$ cat src/rtl/my_cic_interp_pkg.sv
// rtl/my_cic_interp_pkg.sv - shared CIC types: FSM state encoding and internal width helper
//
// Purpose : definitions shared by the CIC interpolator (and its decimating sibling).
// Contents: state_t   - burst FSM state (IDLE accepts an input, RUN emits RATE outputs)
//           cic_width - internal accumulator width, DATA_WIDTH + SCALE_WIDTH + 1

package my_cic_interp_pkg;

  typedef enum logic {
    IDLE = 1'b0,
    RUN  = 1'b1
  } state_t;

  // Enough headroom for the full CIC gain; any overflow beyond it wraps
  // modulo 2^WIDTH and cancels between the comb and integrator sections.
  function automatic int cic_width(input int data_width, input int scale_width);
    return data_width + scale_width + 1;
  endfunction

endpackage

$ cat src/rtl/cic_comb_stage.sv
// rtl/cic_comb_stage.sv - one CIC comb section, y = x - x(previous enabled sample)
//
// Ports: clk     - clock
//        reset_n - asynchronous active-low reset, clears the delay element
//        en      - advance: capture x into the delay element
//        x       - stage input (WIDTH, signed)
//        y       - stage output x - d (WIDTH, signed, combinational)

module cic_comb_stage #(
  parameter int WIDTH = 34
) (
  input  logic                    clk,
  input  logic                    reset_n,
  input  logic                    en,
  input  logic signed [WIDTH-1:0] x,
  output logic signed [WIDTH-1:0] y
);

  logic signed [WIDTH-1:0] d;

  // Difference against the previous accepted sample; wraps modulo 2^WIDTH.
  assign y = x - d;

  always_ff @(posedge clk or negedge reset_n) begin
    if (!reset_n) begin
      d <= '0;
    end else if (en) begin
      d <= x;
    end
  end

endmodule

$ cat src/rtl/my_cic_interp.sv
// rtl/my_cic_interp.sv - CIC interpolator: N combs at input rate, zero-stuff by RATE, N integrators
//
// Ports: clk       - clock, rising edge
//        reset_n   - asynchronous active-low reset
//        in_error  - upstream error flags (ignored)
//        in_valid  - input sample valid
//        in_ready  - input accepted this cycle (high only in IDLE)
//        in_data   - signed input sample (DATA_WIDTH)
//        out_data  - signed interpolated sample (DATA_WIDTH, registered)
//        out_error - always 2'b00
//        out_valid - out_data valid (registered)
//        out_ready - downstream accepts out_data

module my_cic_interp
  import my_cic_interp_pkg::*;
#(
  parameter int NUM_STAGES  = 4,
  parameter int RATE        = 24,
  parameter int RATE_WIDTH  = 5,
  parameter int SCALE_WIDTH = 14,
  parameter int DATA_WIDTH  = 19
) (
  input  logic                  clk,
  input  logic                  reset_n,
  input  logic [1:0]            in_error,
  input  logic                  in_valid,
  output logic                  in_ready,
  input  logic [DATA_WIDTH-1:0] in_data,
  output logic [DATA_WIDTH-1:0] out_data,
  output logic [1:0]            out_error,
  output logic                  out_valid,
  input  logic                  out_ready
);

  localparam int WIDTH = cic_width(DATA_WIDTH, SCALE_WIDTH);
  localparam logic [RATE_WIDTH-1:0] LAST_PHASE = RATE_WIDTH'(RATE - 1);

  state_t                  state;
  logic [RATE_WIDTH-1:0]   phase;
  logic signed [WIDTH-1:0] comb_out;
  logic signed [WIDTH-1:0] in_ext;
  logic signed [WIDTH-1:0] stuffed;
  logic signed [WIDTH-1:0] integ_last;
  logic                    in_fire;
  logic                    advance;
  logic                    run_step;
  logic                    unused_in_error;

  assign unused_in_error = ^in_error;
  assign out_error       = 2'b00;

  assign in_ready = (state == IDLE);
  assign in_fire  = in_valid & in_ready;
  // Output register is empty or is being drained this cycle.
  assign advance  = ~out_valid | out_ready;
  assign run_step = (state == RUN) & advance;

  assign in_ext = {{(WIDTH - DATA_WIDTH){in_data[DATA_WIDTH-1]}}, in_data};

  // Comb section: one update per accepted input sample.
  for (genvar k = 0; k < NUM_STAGES; k++) begin : g_comb
    logic signed [WIDTH-1:0] x_in;
    logic signed [WIDTH-1:0] y_out;

    if (k == 0) begin : g_first
      assign x_in = in_ext;
    end else begin : g_next
      assign x_in = g_comb[k-1].y_out;
    end

    cic_comb_stage #(
      .WIDTH(WIDTH)
    ) u_comb (
      .clk    (clk),
      .reset_n(reset_n),
      .en     (in_fire),
      .x      (x_in),
      .y      (y_out)
    );
  end

  // Zero-stuffing: the comb result enters the integrators once per burst.
  assign stuffed = (phase == '0) ? comb_out : '0;

  // Integrator section. Each stage adds the *new* value of the previous
  // stage, so the whole chain settles within one cycle with no pipeline lag.
  for (genvar k = 0; k < NUM_STAGES; k++) begin : g_integ
    logic signed [WIDTH-1:0] acc;
    logic signed [WIDTH-1:0] acc_in;
    logic signed [WIDTH-1:0] acc_next;

    if (k == 0) begin : g_first
      assign acc_in = stuffed;
    end else begin : g_next
      assign acc_in = g_integ[k-1].acc_next;
    end

    assign acc_next = acc + acc_in;

    always_ff @(posedge clk or negedge reset_n) begin
      if (!reset_n) begin
        acc <= '0;
      end else if (run_step) begin
        acc <= acc_next;
      end
    end
  end

  assign integ_last = g_integ[NUM_STAGES-1].acc_next;

  // Burst FSM: IDLE takes one input, RUN emits RATE outputs at output rate.
  always_ff @(posedge clk or negedge reset_n) begin
    if (!reset_n) begin
      state     <= IDLE;
      phase     <= '0;
      comb_out  <= '0;
      out_data  <= '0;
      out_valid <= 1'b0;
    end else begin
      case (state)
        IDLE: begin
          if (out_ready) begin
            out_valid <= 1'b0;
          end
          if (in_fire) begin
            comb_out <= g_comb[NUM_STAGES-1].y_out;
            phase    <= '0;
            state    <= RUN;
          end
        end
        RUN: begin
          if (advance) begin
            out_data  <= DATA_WIDTH'(integ_last >>> SCALE_WIDTH);
            out_valid <= 1'b1;
            if (phase == LAST_PHASE) begin
              phase <= '0;
              state <= IDLE;
            end else begin
              phase <= phase + 1'b1;
            end
          end
        end
        default: begin
          state <= IDLE;
        end
      endcase
    end
  end

endmodule
$ cat config.mk
export PLATFORM = sky130hd
export DESIGN_NAME = my_cic_interp
export DESIGN_NICKNAME = d
export VERILOG_FILES = /design/src/rtl/my_cic_interp_pkg.sv /design/src/rtl/cic_comb_stage.sv /design/src/rtl/my_cic_interp.sv
export SDC_FILE = /design/constraint.sdc
export NUM_CORES = 1
export LEC_CHECK = 0
export ABC_AREA = 1
export BUFFER_PORTS_ARGS = -buffer_cell sky130_fd_sc_hd__buf_2
export CORE_AREA = 2 2 241 243
export DETAILED_ROUTE_END_ITERATION = 8
export DIE_AREA = 0 0 243 245
export GPL_TIMING_DRIVEN = 1
export PLACE_DENSITY_LB_ADDON = 0.3
export SETUP_SLACK_MARGIN = 0.3
export SYNTH_ARGS = -nofsm -noshare
export SYNTH_HDL_FRONTEND = slang
export SYNTH_HIERARCHICAL = 1
export SYNTH_SLANG_ARGS = --single-unit
$ cat constraint.sdc
create_clock -name clk -period 8.7 [get_ports clk]
set_input_delay 0.87 -clock clk [delete_from_list [all_inputs] [get_ports clk]]
set_output_delay 0.87 -clock clk [all_outputs]
set_load 0.01 [all_outputs]
# Word level (Yosys, flattened, before mapping)
# Cells that the tools add are included.
[totals]
regBits = 303
output_inout_bits = 23
[classes]
addsub = 9
eq_ne = 4
muxes = 12
bitwise_logic = 5
n_reduce_logical = 5
[ops]
columns = ["operator", "n"]
rows = [
  ["$add A34 B34 Y34", 4],
  ["$sub A34 B34 Y34", 2],
  ["$mux W34", 1],
  ["$sub A20 B20 Y21", 1],
  ["$sub A19 B19 Y20", 1],
  ["$mux W5", 3],
  ["$pmux W5 S2", 1],
  ["$reduce_and A2 Y1", 4],
  ["$ne A2 B1 Y1 const B", 3],
  ["$add A5 B1 Y5 const B", 1],
  ["$eq A5 B5 Y1 const B", 1],
  ["$logic_not A5 Y1", 1],
  ["$mux W1", 5],
  ["$pmux W1 S2", 2],
  ["$and A1 B1 Y1", 2],
  ["$not A1 Y1", 2],
  ["$or A1 B1 Y1", 1],
]

# Logic depth before layout (Yosys ltp)
[logic_depth]
word_depth = 6
ltp_mapped = 51

# Modules after synthesis
# Netlist, hierarchy kept.
[modules_own_cells]
columns = ["module", "instances", "cells_per_inst", "area_each_um2", "seq_area_each_um2"]
rows = [
  ["cic_comb_stage", 4, 606, 3623.5, 850.8],
  ["my_cic_interp", 1, 1915, 13818.3, 4304.1],
]

# Least setup slack after synthesis
# No wires, ideal clock.
[synth_timing]
path_kind = "flip-flop to flip-flop"
startpoint = "reg phase[0]"
endpoint = "reg g_integ[3].acc[30]"
setup_ps = 82
arrival_ps = 6453
required_ps = 8618
setup_slack_ps = 2165
path_stages_with_launch = 41
cell_sequence = "dfrtp_1 > inv_1 > ha_1 > nand4_4 > clkbuf_1 > nor2_1 > ha_1 > fa_1 > nand2_1 > nand2_1 > nand3_1 > nand2_2 > a31oi_1 > xnor2_1 > ha_1 > a21oi_1 > inv_1 > a31oi_1 > [5 not listed] > nand3_1 > and2_1 > ha_1 > nand2_1 > nor2_1 > inv_1 > nor2_1 > a2111oi_0 > o21ai_0 > xor2_1 > ha_1 > nand2_1 > nor2_1 > nand2_1 > inv_1 > a2111oi_0 > nand3_1 > a31oi_1"
[synth_between]
elab_chain_cells = 6
[synth_lines]
columns = ["item", "line", "text"]
rows = [
  ["start, declared", "my_cic_interp.sv:39", "logic [RATE_WIDTH-1:0] phase;"],
  ["start signal, assigned", "my_cic_interp.sv:139", "phase <= phase + 1'b1;"],
  ["$logic_not A5 Y1", "my_cic_interp.sv:83", "assign stuffed = (phase == '0) ? comb_out : '0;"],
  ["$mux W34", "my_cic_interp.sv:83", ""],
  ["$add A34 B34 Y34", "my_cic_interp.sv:98", "assign acc_next = acc + acc_in;"],
  ["via g_integ[0].acc_next[10]", "my_cic_interp.sv:90", "logic signed [WIDTH-1:0] acc_next;"],
  ["$add A34 B34 Y34", "my_cic_interp.sv:98", ""],
  ["via g_integ[1].acc_next[27]", "my_cic_interp.sv:90", ""],
  ["$add A34 B34 Y34", "my_cic_interp.sv:98", ""],
  ["via g_integ[2].acc_next[29]", "my_cic_interp.sv:90", ""],
  ["$add A34 B34 Y34", "my_cic_interp.sv:98", ""],
  ["end signal, assigned", "my_cic_interp.sv:104", "acc <= acc_next;"],
  ["end, declared", "my_cic_interp.sv:88", "logic signed [WIDTH-1:0] acc;"],
]
# The timed path passes the listed nets, and every way through them passes these cells.
# A chain may end at the register's enable or synchronous reset.

# Final worst setup path
[layout_timing]
startpoint = "reg phase[0]"
endpoint = "reg g_integ[3].acc[32]"
# The elaborated chain is that of the path after synthesis.

==> impl_metrics.ini <==
[outcome]
status = finished clean

[layout]
syn_to_final_growth_pct = 7.86
diodes = 0
nets = 4563
fillers = 5851
drive_gt1_frac = 0.0596

[logic_synthesis]
syn_avg_cell_area_sq_um = 6.54
syn_area_sq_mm = 0.0278
synth_cells = 4259
ys_warn_count = 6

[setup_path]
max_stage_delay_ns = 0.42
cp_common_cell = nand2_1
cp_slowest_cell = dfrtp_1
cp_data_arrival_time_ns = 7.84
worstSetupStartpointType = flop
crit_path_end_kind = flop
crit_fanout = 13
worstPathRequired_ns = 9.14
r2r_setup_slack_ns = 1.30
path_class = reg2reg

[grt]
grt_use_total = 0.236
grt_max_degree = 267
overflow = 0
grt_pass1_vias = 24600
antenna_found_initial = 0
grt_pass1_wl_mm = 118

[clock_network]
clk-insertion-delay-late_ns = 0.56
cts_hold_buf = 0
cts-buffers-inserted = 38
cts_setup_buffers = 0
clkSinkCount = 304
clockRootBuffer = clkbuf_16
cts_tree = done
htreeDepth = 2
cts_resized = 0
cts_buffer_depth = 3
clk_transition_reported_paths_ns = 0.07

[sta]
period_needed_ns = 7.40
rsz0062_at_grt = no
holdWs_ns = 0.232
period_share = 0.851
setup_viol = 0
slew_headroom = 0.300
worstMarginPinSlew_ns = 1.05
hold_viol = 0
finalSetupTns_ns = 0
max_freq_mhz = 135
skew_ns = 0.0206
finalMaxSlewViolations = 0

[placement]
gp_congestion = 0.941
place_hpwl_mm = 54.6
io_buffers = 43

[floorplanning]
die_w_microns = 243
num_rows = 88
core_area_sq_mm = 0.0570
fp.dieH_microns = 245
fp.dieArea_sq_mm = 0.0595
io_pins = 48
initial_core_util = 0.488

[drt]
via_per_inst = 5.04
wl_per_cell_microns = 13.6
wirelength_mm = 69.0
first_pass_iters = 6
drt_iter0_drc = 1426
ant_nets = 0
via_count = 25500
drc_errors = 0

[run]
drv_cap = 0

[hold_path]
hp-class = in2async
-- final cells by class --
type | count | area [sq um] | area share
Tap cell | 765 | 957 | 0.0319
Multi-Input combinational cell | 3208 | 17400 | 0.578
Sequential cell | 304 | 7610 | 0.253
Clock inverter | 16 | 171 | 0.00571
Inverter | 660 | 2480 | 0.0826
Timing Repair Buffer | 53 | 313 | 0.0104
Clock buffer | 53 | 1140 | 0.0380
-- per-stage QoR --
step	worst slack, ns	instances	cell area, sq um	utilization
6_report	1.30	5059	30000	0.526
5_1_grt	0.367	5059	30000	0.526
4_1_cts	1.27	5059	30000	0.526
3_5_place_dp	1.30	4990	28700	0.503
3_3_place_gp	1.41	4990	28700	0.503
2_1_floorplan	2.17	4260	27800	-
-- cells in the final DEF, fill, tap and decap left out, types with 32 or more instances in the layout --
cell and instances:
a21oi_1 250, a31oi_1 39, buf_2 42, clkbuf_16 41, dfrtp_1 304, ha_1 265, inv_1 656, nand2_1 1377
nand2_2 60, nand3_1 133, nand4_1 32, nor2_1 356, nor3_1 46, o21ai_0 300, xnor2_1 50, xor2_1 120
-- worst max-delay path, delay by kind of cell (launching register included) --
kind                     cells  cell delay (ns)
buffers and inverters        2             0.13
XOR/XNOR                     2             0.63
flip-flops                   1             0.42
adder cells (fa/ha/maj)      5             1.44
AO/OA/AOI/OAI               12             2.09
AND/OR/NAND/NOR             22             2.57
-- per-layer routing --
layer	share of wire	global-route usage
met4	0.029	0.0772
met2	0.48	0.421
met1	0.46	0.299
met3	0.028	0.0208
met5	0	0
-- sequential cells by signal, indices dropped and copies added, names as in the netlist --
| name | count |
|---|---|
| g_comb.u_comb/d | 132 |
| g_integ.acc | 132 |
| comb_out | 33 |
| phase | 5 |
| out_valid | 1 |
| state | 1 |
-- final timing paths --
path,depth (start not counted),end,from
worst max-delay path,43,g_integ[3].acc[32],phase[0]
worst min-delay path,1,g_integ[3].acc[25],reset_n
worst max register to register,43,g_integ[3].acc[32],phase[0]
worst min register to register,2,g_integ[2].acc[24],g_integ[2].acc[24]
max in group asynchronous,3,g_comb[2].u_comb/d[28],reset_n
min in group clk,2,g_integ[2].acc[24],g_integ[2].acc[24]
Power is left out: the tool's default activity adds up to more than one toggle a clock period on the data nets, which glitch-free logic cannot reach.
